[src/rtl/wm8731_pkg.sv]
// Shared definitions for the WM8731 configuration sequencer.
//   - cfg_state_e : sequencer state encoding
//   - LUT word field positions ({dev_addr, reg_addr, data})
//   - LUT_INVALID : LUT word marking an entry that must not be written
//   - VOL_0DB     : headphone volume code for 0 dB
package wm8731_pkg;

  typedef enum logic [2:0] {
    S_PWRUP = 3'd0,
    S_FETCH = 3'd1,
    S_REQ   = 3'd2,
    S_WAIT  = 3'd3,
    S_NEXT  = 3'd4,
    S_IDLE  = 3'd5
  } cfg_state_e;

  localparam int LUT_DEV_MSB = 31;
  localparam int LUT_DEV_LSB = 24;
  localparam int LUT_REG_MSB = 23;
  localparam int LUT_REG_LSB = 8;
  localparam int LUT_DAT_MSB = 7;
  localparam int LUT_DAT_LSB = 0;

  localparam logic [31:0] LUT_INVALID = 32'hFFFF_FFFF;
  localparam logic [6:0]  VOL_0DB     = 7'h79;

endpackage

[src/rtl/wm8731_cfg_ctrl_timer.sv]
// cfg_powerup_timer: power-up delay down-counter.
// Loaded with CYCLES-1 on reset, decrements while en_i is high and
// reports done_o on the enabled cycle where it has reached zero, so the
// caller sees done_o on its CYCLES-th enabled cycle.
//   clk_i  : clock
//   rst_i  : synchronous active-high reset (reloads the count)
//   en_i   : count enable
//   done_o : delay elapsed (qualified by en_i)
module cfg_powerup_timer #(
  parameter int CYCLES = 1_000_000
) (
  input  logic clk_i,
  input  logic rst_i,
  input  logic en_i,
  output logic done_o
);

  localparam int W = (CYCLES > 1) ? $clog2(CYCLES) : 1;
  localparam logic [W-1:0] LOAD = W'(CYCLES - 1);

  logic [W-1:0] cnt_q, cnt_d;

  always_comb begin
    cnt_d = cnt_q;
    if (en_i && (cnt_q != '0)) cnt_d = cnt_q - W'(1);
  end

  always_ff @(posedge clk_i) begin
    if (rst_i) cnt_q <= LOAD;
    else       cnt_q <= cnt_d;
  end

  assign done_o = en_i && (cnt_q == '0);

endmodule

[src/rtl/wm8731_cfg_ctrl.sv]
// wm8731_cfg_ctrl: walks the WM8731 configuration LUT and issues one I2C
// register write per entry, then stays resident and rewrites only the two
// headphone-volume entries whenever volume_in differs from the latched
// volume.
//   clk, rst            : clock, synchronous active-high reset
//   volume_in           : live requested headphone volume
//   lut_index/lut_volume: address and volume driven to the LUT ROM
//   lut_data            : {dev_addr, reg_addr, data} from the LUT
//   i2c_*               : request/ack handshake to the I2C master
//   cfg_done, cfg_error : configuration complete / sticky retry exhaustion
// Handshake: i2c_write_req is raised with stable address/data and held
// until the one-cycle i2c_write_req_ack pulse; i2c_error is only meaningful
// on that ack cycle. Acks seen while not waiting are ignored.
module wm8731_cfg_ctrl
  import wm8731_pkg::*;
#(
  parameter int POWERUP_CYCLES = 1_000_000,
  parameter int LUT_SIZE       = 10,
  parameter int VOL_IDX_L      = 8,
  parameter int VOL_IDX_R      = 9,
  parameter int MAX_RETRY      = 3
) (
  input  logic        clk,
  input  logic        rst,
  input  logic [6:0]  volume_in,
  output logic [9:0]  lut_index,
  output logic [6:0]  lut_volume,
  input  logic [31:0] lut_data,
  output logic        i2c_write_req,
  input  logic        i2c_write_req_ack,
  input  logic        i2c_error,
  output logic [7:0]  i2c_slave_dev_addr,
  output logic [15:0] i2c_slave_reg_addr,
  output logic [7:0]  i2c_write_data,
  output logic        cfg_done,
  output logic        cfg_error
);

  localparam int RW = (MAX_RETRY > 0) ? $clog2(MAX_RETRY + 1) : 1;
  localparam logic [9:0]    IDX_LAST = 10'(LUT_SIZE - 1);
  localparam logic [9:0]    IDX_L    = 10'(VOL_IDX_L);
  localparam logic [9:0]    IDX_R    = 10'(VOL_IDX_R);
  localparam logic [RW-1:0] RETRY_MAX = RW'(MAX_RETRY);

  cfg_state_e    state_q, state_d;
  logic [9:0]    idx_q, idx_d;
  logic [6:0]    vol_q, vol_d;
  logic          req_q, req_d;
  logic [7:0]    dev_q, dev_d;
  logic [15:0]   reg_q, reg_d;
  logic [7:0]    dat_q, dat_d;
  logic          done_q, done_d;
  logic          err_q, err_d;
  logic          upd_q, upd_d;   // 1 while running a volume-only update pass
  logic [RW-1:0] retry_q, retry_d;
  logic          pwr_done;
  logic          lut_valid;
  logic          vol_changed;

  cfg_powerup_timer #(
    .CYCLES (POWERUP_CYCLES)
  ) u_timer (
    .clk_i  (clk),
    .rst_i  (rst),
    .en_i   (state_q == S_PWRUP),
    .done_o (pwr_done)
  );

  assign lut_valid   = (lut_data != LUT_INVALID);
  assign vol_changed = (volume_in != vol_q);

  // State register and all datapath registers.
  always_ff @(posedge clk) begin
    if (rst) begin
      state_q <= S_PWRUP;
      idx_q   <= '0;
      vol_q   <= VOL_0DB;
      req_q   <= 1'b0;
      dev_q   <= '0;
      reg_q   <= '0;
      dat_q   <= '0;
      done_q  <= 1'b0;
      err_q   <= 1'b0;
      upd_q   <= 1'b0;
      retry_q <= '0;
    end else begin
      state_q <= state_d;
      idx_q   <= idx_d;
      vol_q   <= vol_d;
      req_q   <= req_d;
      dev_q   <= dev_d;
      reg_q   <= reg_d;
      dat_q   <= dat_d;
      done_q  <= done_d;
      err_q   <= err_d;
      upd_q   <= upd_d;
      retry_q <= retry_d;
    end
  end

  // Next-state logic.
  always_comb begin
    state_d = state_q;
    case (state_q)
      S_PWRUP: if (pwr_done) state_d = S_FETCH;
      S_FETCH: state_d = lut_valid ? S_REQ : S_NEXT;
      S_REQ:   state_d = S_WAIT;
      S_WAIT: begin
        if (i2c_write_req_ack) begin
          if (i2c_error && (retry_q < RETRY_MAX)) state_d = S_REQ;
          else                                    state_d = S_NEXT;
        end
      end
      S_NEXT: begin
        if (upd_q) state_d = (idx_q == IDX_L) ? S_FETCH : S_IDLE;
        else       state_d = (idx_q == IDX_LAST) ? S_IDLE : S_FETCH;
      end
      S_IDLE:  if (vol_changed) state_d = S_FETCH;
      default: state_d = S_PWRUP;
    endcase
  end

  // Output / datapath next values.
  always_comb begin
    idx_d   = idx_q;
    vol_d   = vol_q;
    req_d   = 1'b0;
    dev_d   = dev_q;
    reg_d   = reg_q;
    dat_d   = dat_q;
    err_d   = err_q;
    upd_d   = upd_q;
    retry_d = retry_q;
    case (state_q)
      S_PWRUP: begin
        if (pwr_done) begin
          vol_d = volume_in;
          idx_d = '0;
          upd_d = 1'b0;
        end
      end
      S_FETCH: begin
        if (lut_valid) begin
          dev_d = lut_data[LUT_DEV_MSB:LUT_DEV_LSB];
          reg_d = lut_data[LUT_REG_MSB:LUT_REG_LSB];
          dat_d = lut_data[LUT_DAT_MSB:LUT_DAT_LSB];
        end
      end
      S_REQ:  req_d = 1'b1;
      S_WAIT: begin
        // Request drops on the edge that samples the ack.
        req_d = ~i2c_write_req_ack;
        if (i2c_write_req_ack) begin
          if (!i2c_error) begin
            retry_d = '0;
          end else if (retry_q < RETRY_MAX) begin
            retry_d = retry_q + RW'(1);
          end else begin
            // Out of retries: flag it and move on to the next entry.
            err_d   = 1'b1;
            retry_d = '0;
          end
        end
      end
      S_NEXT: begin
        if (upd_q) begin
          if (idx_q == IDX_L) idx_d = IDX_R;
        end else if (idx_q != IDX_LAST) begin
          idx_d = idx_q + 10'd1;
        end
      end
      S_IDLE: begin
        // volume_in is only sampled here, so the latest value wins.
        if (vol_changed) begin
          vol_d = volume_in;
          idx_d = IDX_L;
          upd_d = 1'b1;
        end
      end
      default: ;
    endcase
    done_d = (state_d == S_IDLE);
  end

  assign lut_index          = idx_q;
  assign lut_volume         = vol_q;
  assign i2c_write_req      = req_q;
  assign i2c_slave_dev_addr = dev_q;
  assign i2c_slave_reg_addr = reg_q;
  assign i2c_write_data     = dat_q;
  assign cfg_done           = done_q;
  assign cfg_error          = err_q;

endmodule

[config.mk]
export PLATFORM = sky130hd
export DESIGN_NAME = wm8731_cfg_ctrl
export DESIGN_NICKNAME = d
export VERILOG_FILES = /design/src/rtl/wm8731_pkg.sv /design/src/rtl/wm8731_cfg_ctrl_timer.sv /design/src/rtl/wm8731_cfg_ctrl.sv
export SDC_FILE = /design/constraint.sdc
export NUM_CORES = 1
export LEC_CHECK = 0
export BUFFER_PORTS_ARGS = -buffer_cell sky130_fd_sc_hd__buf_4
export CAP_MARGIN = 20
export CORE_ASPECT_RATIO = 1.2
export CORE_UTILIZATION = 48
export CTS_CLUSTER_DIAMETER = 150
export DETAILED_ROUTE_END_ITERATION = 8
export GPL_TIMING_DRIVEN = 0
export PLACE_DENSITY = 0.76
export SYNTH_ARGS = -nofsm -noshare
export SYNTH_HDL_FRONTEND = slang
export SYNTH_HIERARCHICAL = 1
export SYNTH_SLANG_ARGS = --single-unit
[constraint.sdc]
create_clock -name clk -period 2.5 [get_ports clk]
set_input_delay 0 -clock clk [delete_from_list [all_inputs] [get_ports clk]]
set_output_delay 0 -clock clk [all_outputs]
set_load 0.01 [all_outputs]
# --- After elaboration in Yosys (flattened, before gate mapping) ---
# Index checks and enable logic that the tools add are counted.
word_totals:
  output_inout_bits: 52
  register_bits: 78
  in_bits: 43
  elab_cells: 70
op_classes:
  n_addsub: 3
  eq_ne: 15
  order_cmp: 1
  muxes: 24
  bitwise: 2
  reduce_logical: 13
ops:
  columns: ["op", "n"]
  rows:
  - ["2-to-1 mux 10 bit", 5]
  - ["!= test 32 bit, second input constant", 1]
  - ["case mux 10 bit (3 select lines)", 1]
  - ["2-to-1 mux 3 bit", 8]
  - ["== test 10 x 4 -> 1 bit, second input constant", 2]
  - ["zero test 20 bit", 1]
  - ["nonzero test 20 bit", 1]
  - ["subtractor 20 x 1 -> 20 bit, second input constant", 1]
  - ["case mux 3 bit (6 select lines)", 1]
  - ["2-to-1 mux 7 bit", 2]
  - ["case mux 7 bit (2 select lines)", 1]
  - ["adder 10 x 1 -> 10 bit, second input constant", 1]
  - ["!= test 10 x 4 -> 1 bit, second input constant", 1]
  - ["== test 3 bit, second input constant", 3]
  - ["!= test 7 bit", 1]
  - ["== test 3 x 2 -> 1 bit, second input constant", 2]
  - ["!= test 3 bit, second input constant", 2]
  - ["AND reduction 5 bit", 1]
  - ["2-to-1 mux 2 bit", 2]
  - ["!= test 2 bit, second input constant", 2]
  - ["case mux 1 bit (2 select lines)", 2]
  - ["AND reduction 2 bit", 2]
  - ["AND reduction 4 bit", 1]
  - ["== test 3 x 1 -> 1 bit, second input constant", 1]
  - ["9 further kinds", 13]

# --- Logic depth before layout (Yosys ltp) ---
logic_depth:
  ltp_word: 6
  ltp_mapped: 9
  depth_no_buf: 9

# --- Modules after synthesis ---
# The synthesis kept the hierarchy.
by_module_without_submodules:
  columns: ["module", "seq_area_each_um2", "cells_each", "area_each_um2", "n_inst"]
  rows:
  - ["wm8731_cfg_ctrl", 1161.1, 288, 2628.8, 1]
  - ["cfg_powerup_timer", 400.4, 132, 1151.1, 1]

# --- Least setup slack after synthesis ---
# OpenSTA, ideal clock, no wires.
synth_path:
  kind: "flip-flop to flip-flop"
  startpoint: "register u_timer.cnt_q[11]"
  endpoint: "register idx_q[9], in the netlist lut_index[9]"
  period_less_slack_ns: 2.675
  stages_incl_launch_ff: 9
  n_path_buf: 1
  required_ns: 2.378
  slack_ns: -0.175
  setup_ns: 0.122
  arrival_time_ns: 2.553
  path_cell_list: "dfxtp_1 or4_4 or2_0 clkbuf_2 nor4_1 nand2b_1 a21oi_1 nand3_2 a311o_1"
synth_between:
  elab_chain_cells: 4
synth_rtl:
  columns: ["item", "line_no", "source"]
  rows:
  - ["start: declaration", "wm8731_cfg_ctrl_timer.sv:21", "logic [W-1:0] cnt_q, cnt_d;"]
  - ["start signal: assignment", "wm8731_cfg_ctrl_timer.sv:30", "else cnt_q <= cnt_d;"]
  - ["zero test 20 bit", "wm8731_cfg_ctrl_timer.sv:33", "assign done_o = en_i && (cnt_q == '0);"]
  - ["logical AND 1 bit", "wm8731_cfg_ctrl_timer.sv:33", null]
  - ["net pwr_done", "wm8731_cfg_ctrl.sv:56", "logic pwr_done;"]
  - ["!= test 2 bit (no line)", null, null]
  - ["AND reduction 5 bit (no line)", null, null]
  - ["end signal: assignment", "wm8731_cfg_ctrl.sv:88", "idx_q <= idx_d;"]
  - ["end: declaration", "wm8731_cfg_ctrl.sv:46", "logic [9:0] idx_q, idx_d;"]
# The timed path passes the listed nets, and every way through them passes these cells.
# A chain may end at the register's enable or synchronous reset.

# --- Worst setup path after layout ---
layout_path:
  startpoint: "register u_timer.cnt_q[12]"
  endpoint: "register idx_q[9], in the netlist lut_index[9]"
# Same word-level chain as after synthesis.

==> results_dict.tcl <==
set metrics [dict create \
    fillCellCount 572 \
    placed_area_um2 4620 \
    synth_most_common_cell "dfxtp_1" \
    max_freq_mhz 419 \
    hold_class "input port to register" \
    port_buffers 94 \
    drtAntennaViolNets 0 \
    antenna_found_initial 0 \
    worst_path_max_delay_cell "or4_4" \
    dieArea_um2 8230 \
    track_usage_pct 24.2 \
    vias 3659 \
    cp_data_required_time_ns 2.74 \
    placed_cells 606 \
    min_from "rst" \
    slew_violations 0 \
    yosysSeqAreaShare_pct 41.3 \
    die_w_um 83.0 \
    critPathLaunch "u_timer/cnt_q[12]" \
    total_power_w 0.00243 \
    die_h_um 99.2 \
    netlist_instances 420 \
    grt_max_degree 13 \
    avgRoutedWirePerCell_um 15.0 \
    grt_pass1_vias 3527 \
    grt_pass1_wl_um 16100 \
    final_cells 668 \
    fin_ws_ns 0.116 \
    drcViolationCount 0 \
    firstDrtPassIters 4 \
    ys.flop_type "dfxtp_1" \
    std_cell_rows 35 \
    area_growth_pct 40.4 \
    crit_chain "or4_4 -> or2_0 -> buf_2 -> nor4_4 -> nand2b_1 -> a21oi_2 -> nand3_4 -> a311o_1" \
    hold_viol_final 0 \
    path_clk_slew_ns 0.08 \
    period_needed_ns 2.38 \
    cap_viol_max_count 0 \
    worstMarginPinSlew_ns 0.605 \
    worst_ep_arrival_time_ns 2.63 \
    clock_skew_ns 0.00857 \
    synth_area_per_cell_um2 9.00 \
    netlist_area_um2 3780 \
    core_area_um2 7660 \
    htree_levels 3 \
    synth_top_area_share_pct 41.3 \
    drive_gt1_share_pct 26.2 \
    fin_nets 620 \
    synth_commonest_cells "78 x dfxtp_1, 74 x nor2_1, 51 x mux2i_1, 25 x a21oi_1, 17 x nand2_1" \
    finalSetupViolCount 0 \
    yosysTopAreaCell "dfxtp_1" \
    end_kind "register" \
    dpl.hpwl_um 6660 \
    max_stage_delay_ns 0.53 \
    yosys_warnings 6 \
    pre_cts_ws_ns -0.265 \
    start_util_pct 49.3 \
    synth_fp_nets 469 \
    fin_area_um2 5310 \
    n_antenna_cell 0 \
    io_pins 95 \
    powerDensity_nw_per_um2 458 \
    synthArstFlopShare_pct 0 \
    leakage_nw 2.11 \
    avgViaCountPerCell 5.48 \
    synth-edff-count 0 \
    cts_tree "yes" \
    clock_latency_ns 0.35 \
    drt_iter0_drc 160 \
    ir_drop_v 0.000328 \
    clock_sinks 78 \
    ff_latch_area_um2 1560 \
    critPathKind "register to register" \
    cts_buffers 9 \
    cts-root-buf "clkbuf_8" \
    fin_crit_sh_pct 95.4 \
    synth-seq-cells 78 \
    grt-ovfl-total 0 \
    synthTopCellsByArea "dfxtp_1 41%, mux2i_1 14%, nor2_1 7.3%" \
    setup.worst_path.start_class "register" \
    relSlewSlack_pct 59.6 \
    max-clock-path-buffers 2 \
    multi_input_area_um2 2130 \
    crit_path_max_fanout 7 \
    r2r_start "u_timer/cnt_q[12]" \
    status "finished clean" \
    synth_cell_types 61 \
    wirelength_um 10000 \
    routabilityCongestion 0.813 \
]
[state kept, by name, summed over array words and instances (netlist names)]
signal              flops
u_timer/cnt_q          20
cfg_done                1
lut_index              10
i2c_slave_reg_addr     16
cfg_error               1
retry_q                 2
upd_q                   1
i2c_slave_dev_addr      8
i2c_write_data          8
lut_volume              7
i2c_write_req           1
state_q                 3
[timing repair]
| action | 4_1_cts | 5_1_grt |
|---|---|---|
| endpoints found under the hold margin | 42 | 0 |
| setup buffers | 2 | 4 |
| pin swaps | 3 | 3 |
| hold buffers | 41 | 0 |
| setup endpoints to repair | 18 | 9 |
| resized for setup | 3 | 4 |
[metal layers]
metal,GRT usage (%),vias to the layer above,routed length (um)
met2,45.7,97,5370
met3,3.40,24,355
met5,0,-,0
met4,12.2,0,248
met1,26.2,1731,4060
li1,-,1807,-
[critical path: cells and delay by family, from the launching register on]
family          cells  cell delay, ns
flops               1            0.35
compound gates      2            0.60
simple gates        5            1.17
buf+inv             1            0.17
[report_power, final]
group | switching [W] | total (W) | leakage [nW] | internal (W)
sequential | 0.0000118 | 0.00126 | 0.629 | 0.00125
combinational | 0.0000929 | 0.000211 | 1.38 | 0.000118
clock | 0.000441 | 0.000956 | 0.0996 | 0.000515
[through the flow]
stage          util, %   TNS, ns  hold WS (ns)
2_1_floorplan        -         0         0.142
3_3_place_gp      60.3     -1.60         0.246
3_5_place_dp      60.3     -1.35         0.255
4_1_cts           68.7         0        0.0690
5_1_grt           69.3  -0.00360         0.104
6_report          69.3         0        0.0816
[logic make-up (layout without fill, tap and decap cells)]
logic type	count (synthesis)	count (layout)	share of synthesized area, %
AO/OA/AOI/OAI	60	60	10.5
XOR/XNOR	7	7	1.62
adder cells (fa/ha/maj)	6	6	1.99
buffers and inverters	28	184	3.74
flip-flops	78	78	41.3
multiplexers	55	55	14.7
AND/OR/NAND/NOR	186	186	26.2
[final cells by class]
class,count,share of cell area [%]
repair buffers,141,21.9
multi-input cells,314,40.1
flip-flops and latches,78,29.4
clock inverters,3,0.802
well taps,92,2.17
plain buffers,18,1.96
clock buffers,13,2.99
inverters,9,0.636
[final timing paths]
| kind | end | slack, ns | depth (start not counted) |
|---|---|---|---|
| worst min register to register | u_timer/cnt_q[10] | 0.48 | 2 |
| worst max-delay path | lut_index[9] | 0.12 | 8 |
| worst max register to register | lut_index[9] | 0.12 | 8 |
| worst min-delay path | u_timer/cnt_q[6] | 0.08 | 3 |
[cells in the final DEF (no fill, tap or decap), types with 3 or more instances in the layout]
cell,instances
or3_2,3
mux2i_1,51
clkbuf_1,10
o31ai_1,6
dlygate4sd3_1,42
nand3_1,10
mux2_2,3
o21ai_0,5
a31oi_1,5
buf_4,104
ha_1,6
a21o_1,3
or3_1,4
clkbuf_8,11
a21oi_1,24
nor4_1,6
and3_1,7
inv_1,9
o21a_1,3
nor2b_1,13
nand4_1,15
dfxtp_1,78
nor2_1,74
nand2_1,17
nor3_1,6
buf_2,3
a211oi_1,3
xor2_1,7
Note: power is estimated with default switching activity, not from simulation.
